`config.mk`:
```
export PLATFORM = sky130hd
export DESIGN_NAME = i2s_capture_ctrl_flat
export DESIGN_NICKNAME = d
export VERILOG_FILES = /design/src/rtl/i2s_capture_ctrl_if.sv /design/src/rtl/i2s_capture_ctrl.sv /design/src/flat_wrapper.sv
export SDC_FILE = /design/constraint.sdc
export NUM_CORES = 1
export LEC_CHECK = 0
export CAP_MARGIN = 15
export CELL_PAD_IN_SITES_DETAIL_PLACEMENT = 1
export CELL_PAD_IN_SITES_GLOBAL_PLACEMENT = 1
export CORE_MARGIN = 3
export CORE_UTILIZATION = 37
export DETAILED_ROUTE_END_ITERATION = 12
export PLACE_DENSITY = 0.95
export SETUP_SLACK_MARGIN = 0.4
export SLEW_MARGIN = 20
export SYNTH_ARGS = -nofsm -noshare
export SYNTH_HDL_FRONTEND = slang
export SYNTH_SLANG_ARGS = --single-unit
```
`constraint.sdc`:
```
create_clock -name clk -period 4 [get_ports clk]
set_clock_uncertainty 0.15 [all_clocks]
set_input_delay 0.6 -clock clk [delete_from_list [all_inputs] [get_ports clk]]
set_output_delay 0.6 -clock clk [all_outputs]
set_load 0.005 [all_outputs]
```
`src/rtl/i2s_capture_ctrl_if.sv`:
```
// FIFO-side and memory-write-side signals of the I2S capture controller.
// master = the controller, slave = FIFO/memory fabric (or a testbench driving them).
interface i2s_capture_ctrl_if;
  logic        fifo_empty;
  logic        fifo_full;
  logic [31:0] fifo_rdata;
  logic        fifo_rd;
  logic        fifo_flush;
  logic        mem_req;
  logic [31:0] mem_addr;
  logic [31:0] mem_wdata;
  logic        mem_ack;

  modport master (
    input  fifo_empty, fifo_full, fifo_rdata, mem_ack,
    output fifo_rd, fifo_flush, mem_req, mem_addr, mem_wdata
  );

  modport slave (
    output fifo_empty, fifo_full, fifo_rdata, mem_ack,
    input  fifo_rd, fifo_flush, mem_req, mem_addr, mem_wdata
  );
endinterface

```
`src/rtl/i2s_capture_ctrl.sv`:
```
// Moves samples from the I2S receive FIFO to memory, one 32-bit write per word,
// optionally packing two 16-bit samples per word. Supports abort and overrun flagging.
module i2s_capture_ctrl #(
  parameter int AW = 4,
  parameter int LW = 16
) (
  input  logic           clk,
  input  logic           rst,
  input  logic           start,
  input  logic           abort,
  input  logic [31:0]    base_addr,
  input  logic [LW-1:0]  xfer_len,
  input  logic           pack16,
  output logic           i2s_en,
  output logic           busy,
  output logic           done,
  output logic           aborted,
  output logic           overrun,
  output logic [LW-1:0]  words_done,
  i2s_capture_ctrl_if.master bus
);

  if (AW < 1) begin : g_aw_chk
    $error("i2s_capture_ctrl: AW must be at least 1");
  end

  typedef enum logic [2:0] {S_IDLE, S_FLUSH, S_WAIT, S_WRITE, S_DONE} state_e;

  localparam logic [LW-1:0] ONE = LW'(1);

  state_e        state_q, state_d;
  logic [31:0]   addr_q, addr_d;
  logic [31:0]   wdata_q, wdata_d;
  logic [15:0]   low_q, low_d;
  logic [LW-1:0] len_q, len_d;
  logic [LW-1:0] words_q, words_d;
  logic          phase_q, phase_d;
  logic          abort_pend_q, abort_pend_d;
  logic          aborted_q, aborted_d;
  logic          overrun_q, overrun_d;
  logic          pop;
  logic [LW-1:0] words_inc;

  assign words_inc = words_q + ONE;

  always_ff @(posedge clk) begin
    if (rst) begin
      state_q      <= S_IDLE;
      addr_q       <= '0;
      wdata_q      <= '0;
      low_q        <= '0;
      len_q        <= '0;
      words_q      <= '0;
      phase_q      <= 1'b0;
      abort_pend_q <= 1'b0;
      aborted_q    <= 1'b0;
      overrun_q    <= 1'b0;
    end else begin
      state_q      <= state_d;
      addr_q       <= addr_d;
      wdata_q      <= wdata_d;
      low_q        <= low_d;
      len_q        <= len_d;
      words_q      <= words_d;
      phase_q      <= phase_d;
      abort_pend_q <= abort_pend_d;
      aborted_q    <= aborted_d;
      overrun_q    <= overrun_d;
    end
  end

  always_comb begin
    state_d      = state_q;
    addr_d       = addr_q;
    wdata_d      = wdata_q;
    low_d        = low_q;
    len_d        = len_q;
    words_d      = words_q;
    phase_d      = phase_q;
    abort_pend_d = abort_pend_q;
    aborted_d    = aborted_q;
    overrun_d    = overrun_q;
    pop          = 1'b0;

    if (state_q != S_IDLE && bus.fifo_full) overrun_d = 1'b1;

    case (state_q)
      S_IDLE: begin
        // start beats a simultaneous abort; a bare abort here does nothing
        if (start) begin
          words_d      = '0;
          aborted_d    = 1'b0;
          overrun_d    = 1'b0;
          phase_d      = 1'b0;
          abort_pend_d = 1'b0;
          if (xfer_len != '0) begin
            addr_d  = base_addr & 32'hFFFF_FFFC;
            len_d   = xfer_len;
            state_d = S_FLUSH;
          end else begin
            state_d = S_DONE;
          end
        end
      end
      S_FLUSH: begin
        if (abort) begin
          state_d   = S_IDLE;
          aborted_d = 1'b1;
          phase_d   = 1'b0;
        end else begin
          state_d = S_WAIT;
        end
      end
      S_WAIT: begin
        if (abort) begin
          state_d   = S_IDLE;
          aborted_d = 1'b1;
          phase_d   = 1'b0;
        end else if (!bus.fifo_empty) begin
          pop = 1'b1;
          if (!pack16) begin
            wdata_d = bus.fifo_rdata;
            state_d = S_WRITE;
          end else if (!phase_q) begin
            low_d   = bus.fifo_rdata[15:0];
            phase_d = 1'b1;
          end else begin
            wdata_d = {bus.fifo_rdata[15:0], low_q};
            phase_d = 1'b0;
            state_d = S_WRITE;
          end
        end
      end
      S_WRITE: begin
        // an abort here only takes effect once the outstanding write is acked
        if (abort) abort_pend_d = 1'b1;
        if (bus.mem_ack) begin
          addr_d       = addr_q + 32'd4;
          words_d      = words_inc;
          abort_pend_d = 1'b0;
          if (abort_pend_q || abort) begin
            state_d   = S_IDLE;
            aborted_d = 1'b1;
            phase_d   = 1'b0;
          end else if (words_inc == len_q) begin
            state_d = S_DONE;
          end else begin
            state_d = S_WAIT;
          end
        end
      end
      S_DONE:  state_d = S_IDLE;
      default: state_d = S_IDLE;
    endcase
  end

  assign bus.fifo_rd    = pop;
  assign bus.fifo_flush = (state_q == S_FLUSH);
  assign bus.mem_req    = (state_q == S_WRITE);
  assign bus.mem_addr   = addr_q;
  assign bus.mem_wdata  = wdata_q;
  assign i2s_en         = (state_q == S_FLUSH) || (state_q == S_WAIT) || (state_q == S_WRITE);
  assign busy           = (state_q != S_IDLE);
  assign done           = (state_q == S_DONE);
  assign aborted        = aborted_q;
  assign overrun        = overrun_q;
  assign words_done     = words_q;

endmodule

```
`src/flat_wrapper.sv`:
```
// flat-port wrapper written by rule: the top's interface ports become plain ports
module i2s_capture_ctrl_flat 
#(
  parameter int AW = 4,
  parameter int LW = 16
)
  (clk, rst, start, abort, base_addr, xfer_len, pack16, i2s_en, busy, done, aborted, overrun, words_done, bus_fifo_empty, bus_fifo_full, bus_fifo_rdata, bus_mem_ack, bus_fifo_rd, bus_fifo_flush, bus_mem_req, bus_mem_addr, bus_mem_wdata);
  i2s_capture_ctrl_if bus_i ();
  input  logic clk;
  input  logic rst;
  input  logic start;
  input  logic abort;
  input  logic [31:0] base_addr;
  input  logic [LW-1:0] xfer_len;
  input  logic pack16;
  output logic i2s_en;
  output logic busy;
  output logic done;
  output logic aborted;
  output logic overrun;
  output logic [LW-1:0] words_done;
  input wire logic [$bits(bus_i.fifo_empty)-1:0] bus_fifo_empty;
  input wire logic [$bits(bus_i.fifo_full)-1:0] bus_fifo_full;
  input wire logic [$bits(bus_i.fifo_rdata)-1:0] bus_fifo_rdata;
  input wire logic [$bits(bus_i.mem_ack)-1:0] bus_mem_ack;
  output wire logic [$bits(bus_i.fifo_rd)-1:0] bus_fifo_rd;
  output wire logic [$bits(bus_i.fifo_flush)-1:0] bus_fifo_flush;
  output wire logic [$bits(bus_i.mem_req)-1:0] bus_mem_req;
  output wire logic [$bits(bus_i.mem_addr)-1:0] bus_mem_addr;
  output wire logic [$bits(bus_i.mem_wdata)-1:0] bus_mem_wdata;
  assign bus_i.fifo_empty = bus_fifo_empty;
  assign bus_i.fifo_full = bus_fifo_full;
  assign bus_i.fifo_rdata = bus_fifo_rdata;
  assign bus_i.mem_ack = bus_mem_ack;
  assign bus_fifo_rd = bus_i.fifo_rd;
  assign bus_fifo_flush = bus_i.fifo_flush;
  assign bus_mem_req = bus_i.mem_req;
  assign bus_mem_addr = bus_i.mem_addr;
  assign bus_mem_wdata = bus_i.mem_wdata;
  i2s_capture_ctrl #(.AW(AW), .LW(LW)) u_core (.clk(clk), .rst(rst), .start(start), .abort(abort), .base_addr(base_addr), .xfer_len(xfer_len), .pack16(pack16), .i2s_en(i2s_en), .busy(busy), .done(done), .aborted(aborted), .overrun(overrun), .words_done(words_done), .bus(bus_i));
endmodule
```
Word level (Yosys, flattened, before mapping)
Cells that the tools add are included.
Storage, ports and cells
  flip-flop bits (word level): 119
  input port bits: 88
  output and inout port bits: 88
  word-level logic and storage cells: 92
Cells by class
  add/subtract/negate cells: 2
  eq/ne operators: 16
  muxes and demuxes: 41
  bitwise gates (word level): 3
  reductions and logical operators: 20
Operators by type and width (count)
  $mux W32: 5
  $pmux W32 S2: 1
  $add A32 B3 Y32 const B: 1
  $mux W16: 2
  $pmux W16 S2: 1
  $mux W3: 9
  $mux W1: 18
  $add A16 B1 Y16 const B: 1
  $eq A16 B16 Y1: 1
  $reduce_bool A16 Y1: 1
  $pmux W3 S4: 1
  $reduce_and A4 Y1: 3
  $reduce_and A5 Y1: 2
  $ne A3 B3 Y1 const B: 3
  $reduce_and A3 Y1: 3
  $ne A2 B1 Y1 const B: 4
  $reduce_and A7 Y1: 1
  $eq A3 B2 Y1 const B: 2
  $ne A2 B2 Y1 const B: 3
  $reduce_bool A3 Y1: 2
  $ne A4 B3 Y1 const B: 1
  $pmux W1 S4: 1
  $reduce_bool A4 Y1: 1
  $eq A3 B1 Y1 const B: 1
  10 further kinds: 14

Longest topological paths before layout
Gate-level depths: netlist of run 1.
  word-level depth: 6
  mapped depth: 10
  mapped depth without buffers: 8

Worst setup path after synthesis of run 1
OpenSTA, ideal clock, no wires.
  path type: register -> register
  from: reg u_core.words_q[0], in the netlist u_core.words_done[0]
  to: reg u_core.state_q[2]
  setup time: 60 ps
  data arrival time: 2078 ps
  data required time: 3790 ps
  setup slack: 1712 ps
  cell stages (with the launch flop): 9
  buffers on the path: 0
  clock period less this slack: 2288 ps
  cell sequence: dfxtp_1 -> ha_1 -> nand4_1 -> nor3_1 -> xnor2_1 -> nand3_1 -> a221o_1 -> nor3_2 -> o2111a_1
On the way
  word-level cells in the longest chain between the ends: 6
RTL lines
  from (decl): line i2s_capture_ctrl.sv:36  | logic [LW-1:0] words_q, words_d;
  from (signal assigned): line i2s_capture_ctrl.sv:64  | words_q <= words_d;
  $add A16 B1 Y16: line i2s_capture_ctrl.sv:44  | assign words_inc = words_q + ONE;
  $eq A16 B16 Y1: line i2s_capture_ctrl.sv:145  | end else if (words_inc == len_q) begin
  $mux W3: line i2s_capture_ctrl.sv:145
  $mux W3: line i2s_capture_ctrl.sv:141  | if (abort_pend_q || abort) begin
  $mux W3: line i2s_capture_ctrl.sv:137  | if (bus.mem_ack) begin
  $pmux W3 S4: line i2s_capture_ctrl.sv:87  | case (state_q)
  to (signal assigned): line i2s_capture_ctrl.sv:59  | state_q <= state_d;
  to (decl): line i2s_capture_ctrl.sv:31  | state_e state_q, state_d;
Every way passes these cells. The select of a mux whose other input is x is not followed.
A chain may end at the register's enable or synchronous reset.

Worst setup path after layout of run 1
  from: in abort
  to: out bus_fifo_rd
On the way
  word-level cells in the longest chain between the ends: 2
RTL lines
  from (decl): line flat_wrapper.sv:12  | input logic abort;
  $mux W1: line i2s_capture_ctrl.sv:115  | if (abort) begin
  $mux W1: line i2s_capture_ctrl.sv:87
  to (decl): line flat_wrapper.sv:26  | output wire logic [$bits(bus_i.fifo_rd)-1:0] bus_fifo_rd;
Every way passes these cells.

==> impl_metrics.env, run 1 <==
export IMPL_synth_largest_area_cell="dfxtp_1"
export IMPL_placement_io_buffers=171
export IMPL_layout_nets=1015
export IMPL_post_synth_main_area_contributors="dfxtp_1 39%, nand2_1 7.7%, a21oi_1 7.1%, mux2i_1 5.5%, nor2_1 5.1%"
export IMPL_start_util_pct=38.00
export IMPL_synthXorXnorAreaFrac_pct=3.181
export IMPL_cts_max_path_buffers=2
export IMPL_worstHoldPathType="flop to flop"
export IMPL_routed_via_count_divided_by_cell_count=5.569
export IMPL_setup_worst_path_start_class="input port"
export IMPL_drt_pass1_iterations=4
export IMPL_layout_core_utilization_pct=53.26
export IMPL_layout_worst_path_cycle_share_pct=80.59
export IMPL_worstSetupPathType="input port to primary output"
export IMPL_multi_input_gate_area_sq_um=3461
export IMPL_synth_mux_area_fraction_pct=5.452
export IMPL_postLayoutCellArea_sq_um=8491
export IMPL_io_pins=176
export IMPL_cts_tree="done"
export IMPL_critical_path_top_delay_family="buffers and inverters"
export IMPL_vdd_ir_drop_worst_uv=341.4
export IMPL_post_synth_top_count_cell="nand2_1"
export IMPL_via_count=6421
export IMPL_synth_async_sr_flop_share_pct=0
export IMPL_setup_viol=0
export IMPL_synth_yosys_seq_area_share_pct=38.66
export IMPL_critical_path_max_stage_delay_ns=0.56
export IMPL_grt_antenna_before_repair=0
export IMPL_ys_top_cells_by_count="124 x nand2_1, 117 x dfxtp_1, 86 x a21oi_1"
export IMPL_fillerInstances=1943
export IMPL_timing_critical_path_cells="clkdlybuf4s50_1, nand2b_1, or3_1, nor2_1, clkdlybuf4s50_1"
export IMPL_cts_htree_levels=4
export IMPL_rows=46
export IMPL_antenna_violating_nets_post_route=0
export IMPL_worst_slew_pin_slew_ns=0.8026
export IMPL_groute_usage_overall_pct=24.16
export IMPL_numClockSinks=117
export IMPL_max_clock_freq_mhz=310.2
export IMPL_timing_critical_path_mode_cell="clkdlybuf4s50_1"
export IMPL_cp_num_buf_inv=2
export IMPL_die_area_sq_um=17950
export IMPL_cts_resized_gates=0
export IMPL_cap_violations=0
export IMPL_grt_overflow_total=0
export IMPL_clk_root_buffer_cell="clkbuf_16"
export IMPL_setup_fix_bufs_post_cts=0
export IMPL_outcome="completed"
export IMPL_total_negative_slack_ns=0
export IMPL_timing_final_max_slew_violations=0
export IMPL_cts_hold_buffers_added=0
export IMPL_rsz_0062_raised_after_global_routing="no"
export IMPL_layout_setup_ws_ns=0.7764
export IMPL_seqCellArea_sq_um=2342
export IMPL_antenna_cells_inserted=0
export IMPL_number_of_enable_flip_flop_cells_after_synthesis=0
export IMPL_synth_top_area_share_pct=38.66
export IMPL_clock_buffer_count_from_cts=17
export IMPL_yosys_cell_types_count=65
export IMPL_area_growth_syn_to_layout_pct=40.15
export IMPL_min_period_ns=3.224
export IMPL_grt_first_pass_wirelength_mm=35.02
export IMPL_worst_path_max_delay_cell="clkdlybuf4s50_1"
export IMPL_die_h_microns=134.0
export IMPL_drt_total_wl_mm=21.54
export IMPL_synth_compound_gate_area_share_pct=22.49
export IMPL_cellPowerDensity_nw_per_um2=402.8
export IMPL_clk_pin_slew_ns=0.05
export IMPL_post_route_cells_drive_above_1_share_pct=6.724
export IMPL_grt_start_max_net_pins=63
export IMPL_dpl_instance_area_sq_um=7888
export IMPL_detailed_place_hpwl_mm=15.41
export IMPL_post_synth_instance_area_sq_um=6058
export IMPL_core_sq_um=15940
export IMPL_total_leakage_power_uw=0.003023
export IMPL_synth_area_per_cell_sq_um=7.807
export IMPL_die_width_microns=134.0
export IMPL_synth_simple_area_share_pct=25.34
export IMPL_synth_warning_count=0
export IMPL_post_synth_inst_count=776
export IMPL_synth_adder_area_share_pct=0.4131
export IMPL_yosys_register_bits=117
export IMPL_place_congestion=0.8641
export IMPL_synth_top_family_by_area="simple AND/OR/NAND/NOR gates"
export IMPL_placed_cells=1122
export IMPL_vias_in_the_first_global_route=6716
export IMPL_slew_headroom_pct=46.30
export IMPL_worstSkewPairLatency_ns=0.42
export IMPL_dr_iter_0_viols=307
export IMPL_final_standard_cell_count_with_taps_included_and_fillers_excluded=1153
export IMPL_hold_violations=0
export IMPL_post_drt_wl_per_cell_microns=18.69
export IMPL_detailedPlace_worstSlack_ns=0.6746
export IMPL_synth_top_flop_cell="dfxtp_1"
export IMPL_drt_drc_violations_left=0
export IMPL_arrival_ns=2.47
export IMPL_crit_path_max_fanout=6
export IMPL_worst_ep_required_time_ns=3.25
export IMPL_cp_end_kind="primary output"
-- flip-flops by register name (all words and copies together), names as in the netlist --
signal                cells
u_core.bus.mem_addr      30
u_core.bus.mem_wdata     32
u_core.words_done        16
u_core.low_q             16
u_core.overrun            1
u_core.phase_q            1
u_core.state_q            3
u_core.aborted            1
u_core.len_q             16
u_core.abort_pend_q       1
-- power breakdown --
group | internal (uW) | switching (uW) | leakage, uW
sequential | 1230 | 82.9 | 0.000952
combinational | 279 | 276 | 0.00177
clock | 1020 | 531 | 0.000296
-- layout make-up --
type	instances	share of cell area [%]
Clock buffer	22	5.585
Clock inverter	9	1.488
Inverter	10	0.4421
Multi-Input combinational cell	598	40.76
Sequential cell	117	27.59
Tap cell	216	3.183
Timing Repair Buffer	181	20.95
-- cells by family (layout without fill, tap and decap cells) --
family	count (synthesis)	count (layout)
and+or+nand+nor	320	320
AOI/OAI and AO/OA	219	219
DFF	117	117
buffers and inverters	62	222
muxes	33	33
xor gates and xnor gates	22	22
adders and majority gates	2	2
other	1	2
-- cell usage in the layout, fill, tap and decap left out, types with 7 or more instances in the layout --
cell,Yosys,routed
o21ai_0,38,38
a31oi_1,7,7
and3_1,7,7
nand3_1,17,17
and2_1,9,9
mux2i_1,33,33
nor3_1,20,19
inv_1,9,9
buf_4,2,11
clkdlybuf4s50_1,0,169
xnor2_1,15,15
a211oi_1,38,38
xor2_1,7,7
nand2_1,124,124
o31ai_1,8,8
nor2_1,82,81
a21oi_1,86,86
nand4_1,12,12
dfxtp_1,117,117
clkbuf_16,0,17
nor4_1,10,10
-- final timing paths --
check,from,endpoint,slack [ns],cells past startpoint
max,abort,bus_fifo_rd,0.78,5
min,u_core.low_q[11],u_core.low_q[11],0.31,2
max reg2reg,u_core.words_done[0],u_core.state_q[2],1.22,8
min reg2reg,u_core.low_q[11],u_core.low_q[11],0.31,2
-- metrics by stage --
| step | power, uW | hold WS (ns) |
|---|---|---|
| after floorplan | 1600 | 0.2860 |
| after global placement | 1868 | 0.2912 |
| after detailed placement | 1886 | 0.3013 |
| after CTS | 3452 | 0.3076 |
| after global routing | 3574 | 0.3224 |
| final | 3420 | 0.3058 |
-- metal layers --
layer / track usage, % / vias to the layer above / share of wire (%)
li1: - / 3094 / -
met1: 28.80 / 3115 / 43
met2: 41.47 / 187 / 49
met3: 6.827 / 25 / 6.5
met4: 8.914 / 0 / 1.6
met5: 0 / - / 0
-- worst reg2reg max path: stages (launching register included) --
cell and delay (ns):
dfxtp_1 0.53, ha_1 0.31, nand4_1 0.32, nor4_2 0.52
xnor2_1 0.19, nand3_1 0.09, a221o_1 0.31, nor3_2 0.13
o2111a_1 0.18
No activity file was read; power rests on OpenSTA's default activity.
==> run 2, diff against run 1 <==
Settings changed: CORE_UTILIZATION 37 to 31, PLACE_DENSITY 0.95 to 0.87.
Clock period 4 ns to 2.85 ns, I/O delays scaled along.
==> impl_metrics.env, run 2 (synthesis results as in run 1) <==
export IMPL_detailed_place_hpwl_mm=15.38
export IMPL_core_sq_um=18960
export IMPL_final_hold_worst_slack_ns=0.2764
export IMPL_vias_in_the_first_global_route=6501
export IMPL_grt_antenna_before_repair=2
export IMPL_placed_cells=1182
export IMPL_rows=50
export IMPL_grt_first_pass_wirelength_mm=34.63
export IMPL_finalPower_uw=4811
export IMPL_io_pins=176
export IMPL_fillerInstances=2266
export IMPL_clk_root_buffer_cell="clkbuf_16"
export IMPL_post_route_cells_drive_above_1_share_pct=11.15
export IMPL_worstHoldPathCells=2
export IMPL_combPwrFrac_pct=17.6
export IMPL_setup_worst_path_start_class="flop"
export IMPL_worstSetupPathType="flop to primary output"
export IMPL_max_clock_freq_mhz=417.6
export IMPL_antenna_violating_nets_post_route=0
export IMPL_drt_pass1_iterations=4
export IMPL_cellPowerDensity_nw_per_um2=541.9
export IMPL_sw_frac_of_total_pct=26.84
export IMPL_largest_register_ff_count=32
export IMPL_final_standard_cell_count_with_taps_included_and_fillers_excluded=1220
export IMPL_groute_usage_overall_pct=19.80
export IMPL_reg2reg_from="u_core.words_done[4]"
export IMPL_post_drt_wl_per_cell_microns=18.06
export IMPL_cts_tree="done"
export IMPL_drt_drc_violations_left=0
export IMPL_start_util_pct=31.96
export IMPL_place_congestion=0.8647
export IMPL_antenna_cells_inserted=0
export IMPL_arrival_ns=1.82
export IMPL_timing_critical_path_cells="nand2_1, or2_4, clkinv_4, clkdlybuf4s50_1"
export IMPL_placement_io_buffers=171
export IMPL_grt_overflow_total=0
export IMPL_cts_max_path_buffers=2
export IMPL_most_common_layout_cells="168 x clkdlybuf4s50_1, 123 x nand2_1, 111 x dfxtp_1"
export IMPL_numClockSinks=117
export IMPL_cell_internal_pwr_uw=3520
export IMPL_setup_viol=0
export IMPL_leading_cell_type_in_the_layout_fill_and_taps_excluded="clkdlybuf4s50_1"
export IMPL_routed_via_count_divided_by_cell_count=5.300
export IMPL_globalRoute_busiestLayer="met2"
export IMPL_worst_slew_pin_slew_ns=0.8056
export IMPL_slew_headroom_pct=46.30
export IMPL_critical_path_max_stage_delay_ns=0.53
export IMPL_min_from="rst"
export IMPL_area_growth_syn_to_layout_pct=46.53
export IMPL_worstHoldPathType="input port to flop"
export IMPL_global_route_usage_met1_pct=25.47
export IMPL_rsz_0062_raised_after_global_routing="yes"
export IMPL_crit_path_max_fanout=11
export IMPL_grt_start_max_net_pins=65
export IMPL_clock_power_share_pct=44.0
export IMPL_timing_final_max_slew_violations=0
export IMPL_worst_path_max_delay_cell="clkdlybuf4s50_1"
export IMPL_rr_worst_depth=7
export IMPL_cts_htree_levels=4
export IMPL_layout_nets=1039
export IMPL_p_sw_uw=1291
export IMPL_detailedPlace_worstSlack_ns=-0.01676
export IMPL_total_leakage_power_uw=0.003207
export IMPL_total_negative_slack_ns=0
export IMPL_dr_iter_0_viols=246
export IMPL_worstSkewPairLatency_ns=0.42
export IMPL_grt_use_met3_pct=5.793
export IMPL_die_width_microns=145.8
export IMPL_via_count=6466
export IMPL_use_met2_pct=31.98
export IMPL_die_area_sq_um=21260
export IMPL_sequentialPowerShare_pct=38.4
export IMPL_die_h_microns=145.8
export IMPL_layout_worst_path_cycle_share_pct=84.02
export IMPL_timing_critical_path_from="u_core.state_q[1]"
export IMPL_hold_violations=0
export IMPL_drt_total_wl_mm=22.03
export IMPL_cap_violations=0
export IMPL_cp_end_kind="primary output"
export IMPL_worst_ep_required_time_ns=2.27
export IMPL_clock_buffer_count_from_cts=17
export IMPL_clk_pin_slew_ns=0.05
export IMPL_min_period_ns=2.395
export IMPL_outcome="completed"
export IMPL_vdd_ir_drop_worst_uv=336.8
export IMPL_layout_setup_ws_ns=0.4554
[run 2: changes by cell type in the layout (fill, tap and decap cells not counted), moves of 4 or more]
cell / change
dfxtp_2: +4
nor4_1: -5
dfxtp_1: -6
buf_4: +19
nor4_2: +4
[run 2: worst paths after layout]
check	slack, ns	to
setup / recovery	0.46	bus_mem_req
hold / removal	0.28	u_core.words_done[2]
hold reg to reg	0.30	u_core.low_q[0]
setup reg to reg	0.47	u_core.state_q[2]
[run 2: metrics by stage]
| step | util [%] | cell area [sq um] |
|---|---|---|
| 3_5_place_dp | 42.77 | 8108 |
| 4_1_cts | 45.93 | 8706 |
| 3_3_place_gp | 42.73 | 8100 |
| 6_report | 46.83 | 8877 |
| 5_1_grt | 46.83 | 8877 |
| 2_1_floorplan | - | 6062 |
[run 2: power groups by stage]
stage	sequential [uW]	clock, uW	combinational (uW)
after floorplan	1840	0	405
after global placement	1870	0	804
after global routing	1860	2230	927
after detailed placement	1870	0	826
final	1850	2120	847
after CTS	1840	2160	835
[run 2: metal layers]
layer / share of wire [%] / wire length, microns
met1: 45 / 9912
met2: 47 / 10450
met3: 6.0 / 1327
met4: 1.5 / 320
met5: 0.10 / 22
[run 2: what timing repair did]
action / in CTS / in global routing
gates cloned: 0 / 2
hold buffers: 0 / 0
endpoints found under the setup margin: 17 / 57
gates resized for setup: 8 / 25
pin swaps: 0 / 3
buffers inserted: 0 / 6
[run 2: layout make-up]
type                    instances  area, sq um  share of cell area [%]
clock inverters                 9        102.6                   1.156
clock buffers                  21        480.5                   5.412
inverters                      10        42.54                  0.4792
well taps                     260        325.3                   3.665
multi-input cells             599         3573                   40.25
flip-flops and latches        117         2355                   26.53
repair buffers                204         1998                   22.51
[run 2: worst max-delay path, delay by kind of cell, from the launching register on]
kind                   cells  cell delay (ns)
buffers and inverters      2             0.65
and+or+nand+nor            2             0.36
DFF                        1             0.40
